--- src/rtl/tsn_desc_pkg.sv ---
// rtl/tsn_desc_pkg.sv - shared descriptor widths and arbiter state encoding
package tsn_desc_pkg;

    localparam int DESC_W     = 40;
    localparam int DROP_CNT_W = 16;

    typedef enum logic [1:0] {
        IDLE_S     = 2'd0,
        WAIT_ACK_S = 2'd1,
        ACK_S      = 2'd2
    } arb_state_t;

endpackage

--- src/rtl/descriptor_arbiter_if.sv ---
// rtl/descriptor_arbiter_if.sv - requester and input-queue descriptor channel bundle
interface descriptor_arbiter_if
    import tsn_desc_pkg::*;
#(
    parameter int PORT_NUM = 4
);

    logic [PORT_NUM-1:0]        iv_port_is_ts;
    logic [DESC_W*PORT_NUM-1:0] iv_descriptor;
    logic [PORT_NUM-1:0]        iv_descriptor_wr;
    logic [PORT_NUM-1:0]        ov_descriptor_ack;
    logic [DESC_W-1:0]          ov_descriptor;
    logic                       o_descriptor_wr;
    logic                       i_descriptor_ack;
    logic                       o_timeout_err;
    logic [DROP_CNT_W-1:0]      ov_drop_cnt;

    modport slave (
        input  iv_port_is_ts,
        input  iv_descriptor,
        input  iv_descriptor_wr,
        input  i_descriptor_ack,
        output ov_descriptor_ack,
        output ov_descriptor,
        output o_descriptor_wr,
        output o_timeout_err,
        output ov_drop_cnt
    );

    modport master (
        output iv_port_is_ts,
        output iv_descriptor,
        output iv_descriptor_wr,
        output i_descriptor_ack,
        input  ov_descriptor_ack,
        input  ov_descriptor,
        input  o_descriptor_wr,
        input  o_timeout_err,
        input  ov_drop_cnt
    );

endinterface

--- src/rtl/descriptor_arbiter_rr_pick.sv ---
// rtl/descriptor_arbiter_rr_pick.sv - combinational round-robin picker starting at ptr
module rr_pick #(
    parameter  int PORT_NUM = 4,
    localparam int IDX_W    = (PORT_NUM > 1) ? $clog2(PORT_NUM) : 1
) (
    input  logic [PORT_NUM-1:0] req,
    input  logic [IDX_W-1:0]    ptr,
    output logic                valid,
    output logic [IDX_W-1:0]    idx
);

    int   cand;
    logic found;

    always_comb begin
        valid = |req;
        idx   = '0;
        found = 1'b0;
        cand  = 0;
        // ptr is always < PORT_NUM, so a single subtract wraps the search
        for (int k = 0; k < PORT_NUM; k++) begin
            cand = int'(ptr) + k;
            if (cand >= PORT_NUM) begin
                cand = cand - PORT_NUM;
            end
            if (!found && req[cand]) begin
                idx   = IDX_W'(cand);
                found = 1'b1;
            end
        end
    end

endmodule

--- src/rtl/descriptor_arbiter.sv ---
// rtl/descriptor_arbiter.sv - TS/NTS priority arbiter with anti-starvation, ack handshake and timeout
module descriptor_arbiter
    import tsn_desc_pkg::*;
#(
    parameter int PORT_NUM       = 4,
    parameter int MAX_TS_BURST   = 8,
    parameter int TIMEOUT_CYCLES = 1023
) (
    input  logic                 i_clk,
    input  logic                 i_rst_n,
    descriptor_arbiter_if.slave  bus
);

    localparam int IDX_W   = (PORT_NUM > 1) ? $clog2(PORT_NUM) : 1;
    localparam int WAIT_W  = $clog2(TIMEOUT_CYCLES + 1);
    localparam int BURST_W = $clog2(MAX_TS_BURST + 1);

    arb_state_t             state_q, state_d;
    logic [IDX_W-1:0]       grant_q, grant_d;
    logic [IDX_W-1:0]       ptr_ts_q, ptr_ts_d;
    logic [IDX_W-1:0]       ptr_nts_q, ptr_nts_d;
    logic [BURST_W-1:0]     burst_q, burst_d;
    logic [WAIT_W-1:0]      wait_q, wait_d;
    logic [DESC_W-1:0]      desc_q, desc_d;
    logic                   wr_q, wr_d;
    logic [PORT_NUM-1:0]    ack_q, ack_d;
    logic                   err_q, err_d;
    logic [DROP_CNT_W-1:0]  drop_q, drop_d;

    logic [PORT_NUM-1:0]    ts_mask, nts_mask;
    logic                   ts_valid, nts_valid;
    logic [IDX_W-1:0]       ts_idx, nts_idx;
    logic                   grant_ts, grant_nts;
    logic [IDX_W-1:0]       sel_idx;

    assign ts_mask  = bus.iv_descriptor_wr &  bus.iv_port_is_ts;
    assign nts_mask = bus.iv_descriptor_wr & ~bus.iv_port_is_ts;

    rr_pick #(.PORT_NUM(PORT_NUM)) u_pick_ts (
        .req   (ts_mask),
        .ptr   (ptr_ts_q),
        .valid (ts_valid),
        .idx   (ts_idx)
    );

    rr_pick #(.PORT_NUM(PORT_NUM)) u_pick_nts (
        .req   (nts_mask),
        .ptr   (ptr_nts_q),
        .valid (nts_valid),
        .idx   (nts_idx)
    );

    function automatic logic [IDX_W-1:0] next_ptr(input logic [IDX_W-1:0] idx);
        return (int'(idx) == PORT_NUM - 1) ? '0 : idx + IDX_W'(1);
    endfunction

    // NTS wins only when starved; otherwise TS has strict priority
    always_comb begin
        grant_nts = 1'b0;
        grant_ts  = 1'b0;
        if (nts_valid && (burst_q == BURST_W'(MAX_TS_BURST))) begin
            grant_nts = 1'b1;
        end else if (ts_valid) begin
            grant_ts = 1'b1;
        end else if (nts_valid) begin
            grant_nts = 1'b1;
        end
        sel_idx = grant_ts ? ts_idx : nts_idx;
    end

    always_comb begin
        state_d   = state_q;
        grant_d   = grant_q;
        ptr_ts_d  = ptr_ts_q;
        ptr_nts_d = ptr_nts_q;
        burst_d   = burst_q;
        wait_d    = wait_q;
        desc_d    = desc_q;
        wr_d      = wr_q;
        ack_d     = '0;
        err_d     = 1'b0;
        drop_d    = drop_q;

        case (state_q)
            IDLE_S: begin
                if (!nts_valid) begin
                    burst_d = '0;
                end
                if (grant_ts || grant_nts) begin
                    desc_d  = bus.iv_descriptor[int'(sel_idx)*DESC_W +: DESC_W];
                    wr_d    = 1'b1;
                    grant_d = sel_idx;
                    wait_d  = '0;
                    state_d = WAIT_ACK_S;
                    if (grant_ts) begin
                        ptr_ts_d = next_ptr(sel_idx);
                        if (nts_valid && (burst_q != BURST_W'(MAX_TS_BURST))) begin
                            burst_d = burst_q + BURST_W'(1);
                        end
                    end else begin
                        ptr_nts_d = next_ptr(sel_idx);
                        burst_d   = '0;
                    end
                end
            end

            WAIT_ACK_S: begin
                if (bus.i_descriptor_ack || (wait_q == WAIT_W'(TIMEOUT_CYCLES - 1))) begin
                    desc_d         = '0;
                    wr_d           = 1'b0;
                    ack_d[grant_q] = 1'b1;
                    wait_d         = '0;
                    state_d        = ACK_S;
                    if (!bus.i_descriptor_ack) begin
                        err_d = 1'b1;
                        if (drop_q != {DROP_CNT_W{1'b1}}) begin
                            drop_d = drop_q + DROP_CNT_W'(1);
                        end
                    end
                end else begin
                    wait_d = wait_q + WAIT_W'(1);
                end
            end

            ACK_S: begin
                // requester uses this cycle to drop wr before IDLE_S samples again
                state_d = IDLE_S;
            end

            default: begin
                state_d = IDLE_S;
            end
        endcase
    end

    always_ff @(posedge i_clk or negedge i_rst_n) begin
        if (!i_rst_n) begin
            state_q   <= IDLE_S;
            grant_q   <= '0;
            ptr_ts_q  <= '0;
            ptr_nts_q <= '0;
            burst_q   <= '0;
            wait_q    <= '0;
            desc_q    <= '0;
            wr_q      <= 1'b0;
            ack_q     <= '0;
            err_q     <= 1'b0;
            drop_q    <= '0;
        end else begin
            state_q   <= state_d;
            grant_q   <= grant_d;
            ptr_ts_q  <= ptr_ts_d;
            ptr_nts_q <= ptr_nts_d;
            burst_q   <= burst_d;
            wait_q    <= wait_d;
            desc_q    <= desc_d;
            wr_q      <= wr_d;
            ack_q     <= ack_d;
            err_q     <= err_d;
            drop_q    <= drop_d;
        end
    end

    assign bus.ov_descriptor     = desc_q;
    assign bus.o_descriptor_wr   = wr_q;
    assign bus.ov_descriptor_ack = ack_q;
    assign bus.o_timeout_err     = err_q;
    assign bus.ov_drop_cnt       = drop_q;

endmodule

--- src/flat_wrapper.sv ---
// flat-port wrapper written by rule: the top's interface ports become plain ports
module descriptor_arbiter_flat import tsn_desc_pkg::*;
#(
    parameter int PORT_NUM       = 4,
    parameter int MAX_TS_BURST   = 8,
    parameter int TIMEOUT_CYCLES = 1023
)
  (i_clk, i_rst_n, bus_iv_port_is_ts, bus_iv_descriptor, bus_iv_descriptor_wr, bus_i_descriptor_ack, bus_ov_descriptor_ack, bus_ov_descriptor, bus_o_descriptor_wr, bus_o_timeout_err, bus_ov_drop_cnt);
  descriptor_arbiter_if #(.PORT_NUM(PORT_NUM)) bus_i ();
  input  logic i_clk;
  input  logic i_rst_n;
  input wire logic [$bits(bus_i.iv_port_is_ts)-1:0] bus_iv_port_is_ts;
  input wire logic [$bits(bus_i.iv_descriptor)-1:0] bus_iv_descriptor;
  input wire logic [$bits(bus_i.iv_descriptor_wr)-1:0] bus_iv_descriptor_wr;
  input wire logic [$bits(bus_i.i_descriptor_ack)-1:0] bus_i_descriptor_ack;
  output wire logic [$bits(bus_i.ov_descriptor_ack)-1:0] bus_ov_descriptor_ack;
  output wire logic [$bits(bus_i.ov_descriptor)-1:0] bus_ov_descriptor;
  output wire logic [$bits(bus_i.o_descriptor_wr)-1:0] bus_o_descriptor_wr;
  output wire logic [$bits(bus_i.o_timeout_err)-1:0] bus_o_timeout_err;
  output wire logic [$bits(bus_i.ov_drop_cnt)-1:0] bus_ov_drop_cnt;
  assign bus_i.iv_port_is_ts = bus_iv_port_is_ts;
  assign bus_i.iv_descriptor = bus_iv_descriptor;
  assign bus_i.iv_descriptor_wr = bus_iv_descriptor_wr;
  assign bus_i.i_descriptor_ack = bus_i_descriptor_ack;
  assign bus_ov_descriptor_ack = bus_i.ov_descriptor_ack;
  assign bus_ov_descriptor = bus_i.ov_descriptor;
  assign bus_o_descriptor_wr = bus_i.o_descriptor_wr;
  assign bus_o_timeout_err = bus_i.o_timeout_err;
  assign bus_ov_drop_cnt = bus_i.ov_drop_cnt;
  descriptor_arbiter #(.PORT_NUM(PORT_NUM), .MAX_TS_BURST(MAX_TS_BURST), .TIMEOUT_CYCLES(TIMEOUT_CYCLES)) u_core (.i_clk(i_clk), .i_rst_n(i_rst_n), .bus(bus_i));
endmodule
--- config.mk ---
export PLATFORM = sky130hd
export DESIGN_NAME = descriptor_arbiter_flat
export DESIGN_NICKNAME = d
export VERILOG_FILES = /design/src/rtl/tsn_desc_pkg.sv /design/src/rtl/descriptor_arbiter_if.sv /design/src/rtl/descriptor_arbiter_rr_pick.sv /design/src/rtl/descriptor_arbiter.sv /design/src/flat_wrapper.sv
export SDC_FILE = /design/constraint.sdc
export NUM_CORES = 1
export LEC_CHECK = 0
export ABC_AREA = 1
export BUFFER_PORTS_ARGS = -buffer_cell sky130_fd_sc_hd__buf_4
export CORE_MARGIN = 10
export CORE_UTILIZATION = 40
export CTS_CLUSTER_SIZE = 14
export DETAILED_ROUTE_END_ITERATION = 7
export PLACE_DENSITY = 0.68
export SYNTH_ARGS = -nofsm -noshare
export SYNTH_HDL_FRONTEND = slang
export SYNTH_SLANG_ARGS = --single-unit
export TNS_END_PERCENT = 10
--- constraint.sdc ---
create_clock -name i_clk -period 3.75 [get_ports i_clk]
set_input_delay 0 -clock i_clk [delete_from_list [all_inputs] [get_ports i_clk]]
set_output_delay 0 -clock i_clk [all_outputs]
set_load 0.01 [all_outputs]
==> results.ini <==
[sta]
rsz0062_at_grt=no
period_share_pct=87.9
fin_crit_ns=3.30
finalHoldViolCount=1
tns_ns=0
clock_skew_ns=0.00949
slew_violations=0
hold_slack_ns=-0.00242
relSlewSlack_pct=51.6
setup_viol=0
max_freq_mhz=303
tightest_slew_ns=0.725

[clock_tree]
clock_latency_ns=0.34
tritoncts=yes
clock_path_buffers=2
clk_pin_slew_ns=0.07
cts_max_level=3
root_buffer=clkbuf_16
numCtsBuffers=9
post_cts_buffers=0
clock_sinks=84

[setup_path]
reg2reg_depth=13
setup.worst_path.end_class=register
cp.arrival_ns=3.57
cp.required_ns=4.03
cp_max_fo=28
cp-start-kind=register
path_class=reg -> reg

[route]
vias_per_cell=4.86
dr_wl_met2_um=9860
drc=0
drt-total-wl_um=20900
vias=6866
topRoutingLayerUsed=met4
wl_met1_um=8780
wl_met3_um=1900
detail_route.wl_per_cell_um=14.8
firstDrtPassIters=5
initialDrtViolationCount=297
drtAntennaViolNets=0

[place]
post_dp_cell_area_sq_um=7690
routabilityCongestion=0.869
hpwl_um=14900
io_buffers=232

[finish]
final_nets=1401
final_layout_size_suffix_gt1_share_pct=23.0
diodes=0
area_delta_synth_final_pct=53.6
design_area_sq_um=9050

[pwr]
switchingPower_mw=3.07
intPower_mw=3.63
combPwrFrac_pct=63.3
vdd_drop_max_v=0.000603
p_seq_share_pct=21.8
p_per_area_nw_per_um2=740
p_sw_share_pct=45.9
p_clk_share_pct=15.0
p_leak_nw=4.89

[synth]
yosysSeqAreaShare_pct=35.7
synth_nets=1085
synthDistinctLibCells=36
ys_warn_count=0
ys_ff_latch=84
syn_inst=909
syn_avg_cell_area_sq_um=6.48
syn_area_sq_um=5890

[grt]
grt_overflow_total=0
grt_pass1_vias=6961
grt_usage_pct=20.3
grt_max_degree=85
antenna_found_initial=0
grt_pass1_wl_um=33900

[floorplan]
design.die.area_sq_um=20000
fp.dieW_um=141
start_util_pct=40.7
core_region_area_sq_um=14500
dieHeight_um=141
core.rowCount=44
io_pins=233

[outcome]
violations=negative hold slack
run_status=complete, but fails checks

[run]
drv_cap=0

[hold_path]
holdPathStages=5
hold_class=in -> reg

-- layer usage --
metal | global-route usage, % | up-vias
met1 | 23.9 | 3138
met3 | 7.48 | 24
met2 | 33.8 | 238
met4 | 6.20 | 0
li1 | - | 3466
met5 | 0 | -
-- metrics by stage --
| step | setup WS (ns) | cells | power [mW] | util, % | hold WS, ns |
|---|---|---|---|---|---|
| after floorplan | 1.86 | 909 | 4.13 | - | -0.296 |
| after CTS | 0.302 | 1414 | 6.72 | 62.5 | 0.000615 |
| after detailed placement | 0.825 | 1296 | 5.18 | 53.1 | 0.0819 |
| final | 0.452 | 1414 | 6.70 | 62.5 | -0.00242 |
| after global routing | 0.0712 | 1414 | 7.34 | 62.5 | 0.0206 |
| after global placement | 0.904 | 1296 | 5.12 | 53.1 | 0.0785 |
-- state kept, by name, indices dropped and copies added (netlist names), 4 cells and up --
name,cells
u_core.burst_q,4
u_core.bus.ov_descriptor_ack,4
u_core.bus.ov_drop_cnt,16
u_core.wait_q,10
u_core.bus.ov_descriptor,40
-- cell type report --
class / count / area (sq um)
fillers: 1328 / 5430
flip-flops and latches: 84 / 2100
well taps: 184 / 230
clock buffers: 11 / 253
repair buffers: 340 / 2820
multi-input cells: 624 / 2940
inverters: 166 / 623
clock inverters: 5 / 82.6
-- path summary, 6_finish.rpt --
check                                                  start                      endpoint  slack (ns)
worst max-delay path                      u_core.ptr_ts_q[0]  u_core.bus.ov_descriptor[16]        0.45
worst min-delay path                   bus_iv_descriptor[82]   u_core.bus.ov_descriptor[2]      -0.002
worst max register to register            u_core.ptr_ts_q[0]  u_core.bus.ov_descriptor[16]        0.45
worst min register to register  u_core.bus.ov_descriptor[29]  u_core.bus.ov_descriptor[29]        0.48
max in group asynchronous                            i_rst_n           u_core.ptr_nts_q[0]        2.60
min in group asynchronous                            i_rst_n    u_core.bus.ov_drop_cnt[10]        0.23
-- placed cells by master, fill, tap and decap left out, types with 2 or more instances in the layout --
cell type / Yosys / layout
a21oi_1: 5 / 5
a31oi_1: 2 / 2
buf_4: 10 / 236
bufinv_16: 0 / 2
clkbuf_16: 0 / 9
clkbuf_8: 0 / 2
dfrtp_1: 84 / 84
dlygate4sd3_1: 0 / 102
ha_1: 5 / 5
inv_1: 156 / 156
inv_2: 10 / 10
nand2_1: 302 / 302
nand2_2: 3 / 3
nand3_1: 185 / 185
nand3_2: 3 / 3
nand3b_1: 2 / 2
nand4_1: 9 / 9
nor2_1: 31 / 30
nor2_2: 5 / 5
nor2_4: 1 / 2
nor3_1: 15 / 15
nor4_1: 3 / 3
o21a_1: 2 / 2
o21ai_0: 15 / 15
o21ai_1: 5 / 5
o22ai_1: 2 / 2
xnor2_1: 8 / 8
xor2_1: 13 / 13
-- power by group through the flow --
stage          Clock [mW]  Combinational [mW]  Sequential, mW
2_1_floorplan           0                2.62            1.51
3_3_place_gp            0                3.65            1.47
3_5_place_dp            0                3.71            1.47
4_1_cts              1.02                4.24            1.46
5_1_grt              1.06                4.77            1.50
6_report             1.00                4.24            1.46
-- worst max-delay path, cell delays in order (launching register included) --
cell	delay (ns)
dfrtp_1	0.54
inv_2	0.19
nand2_1	0.09
nand2_1	0.09
nand2_1	0.10
nand2_1	0.10
nor2_2	0.13
nand4_1	0.13
nand4_1	0.12
nand2_2	0.23
nor2_4	0.64
nand3_1	0.14
dlygate4sd3_1	0.62
nand3_1	0.10
-- cells by family after synthesis --
family	Yosys count	synth area share [%]
AND/OR/NAND/NOR	563	42.0
buffers and inverters	201	14.6
flip-flops	84	35.7
AO/OA/AOI/OAI	35	3.55
XOR/XNOR	21	3.12
adder cells (fa/ha/maj)	5	1.06
-- repair_timing --
action	4_1_cts	5_1_grt
hold buffers	102	0
endpoints found under the hold margin	88	0
endpoints found under the setup margin	0	13
gates resized for setup	0	1
-- Yosys cell counts --
cell | count | area share [%]
nand2_1 | 302 | 19
nand3_1 | 185 | 16
inv_1 | 156 | 9.9
dfrtp_1 | 84 | 36
nor2_1 | 31 | 2.0
nor3_1 | 15 | 1.3
o21ai_0 | 15 | 1.3
xor2_1 | 13 | 1.9
buf_2 | 12 | 1.0
buf_4 | 10 | 1.3
inv_2 | 10 | 0.64
nand4_1 | 9 | 0.96
xnor2_1 | 8 | 1.2
buf_6 | 7 | 1.3
a21oi_1 | 5 | 0.42
clkbuf_1 | 5 | 0.32
ha_1 | 5 | 1.1
nor2_2 | 5 | 0.53
o21ai_1 | 5 | 0.42
nand2_2 | 3 | 0.32
nand3_2 | 3 | 0.51
nor4_1 | 3 | 0.32
a31oi_1 | 2 | 0.21
nand3b_1 | 2 | 0.25
o21a_1 | 2 | 0.25
o22ai_1 | 2 | 0.21
a21oi_2 | 1 | 0.15
clkbuf_2 | 1 | 0.085
nand2_4 | 1 | 0.19
nor2_4 | 1 | 0.19
nor3_2 | 1 | 0.17
nor3b_1 | 1 | 0.13
nor4_2 | 1 | 0.21
o21ai_2 | 1 | 0.15
o21bai_1 | 1 | 0.13
o21bai_4 | 1 | 0.32
(Power assumes the default switching activity.)
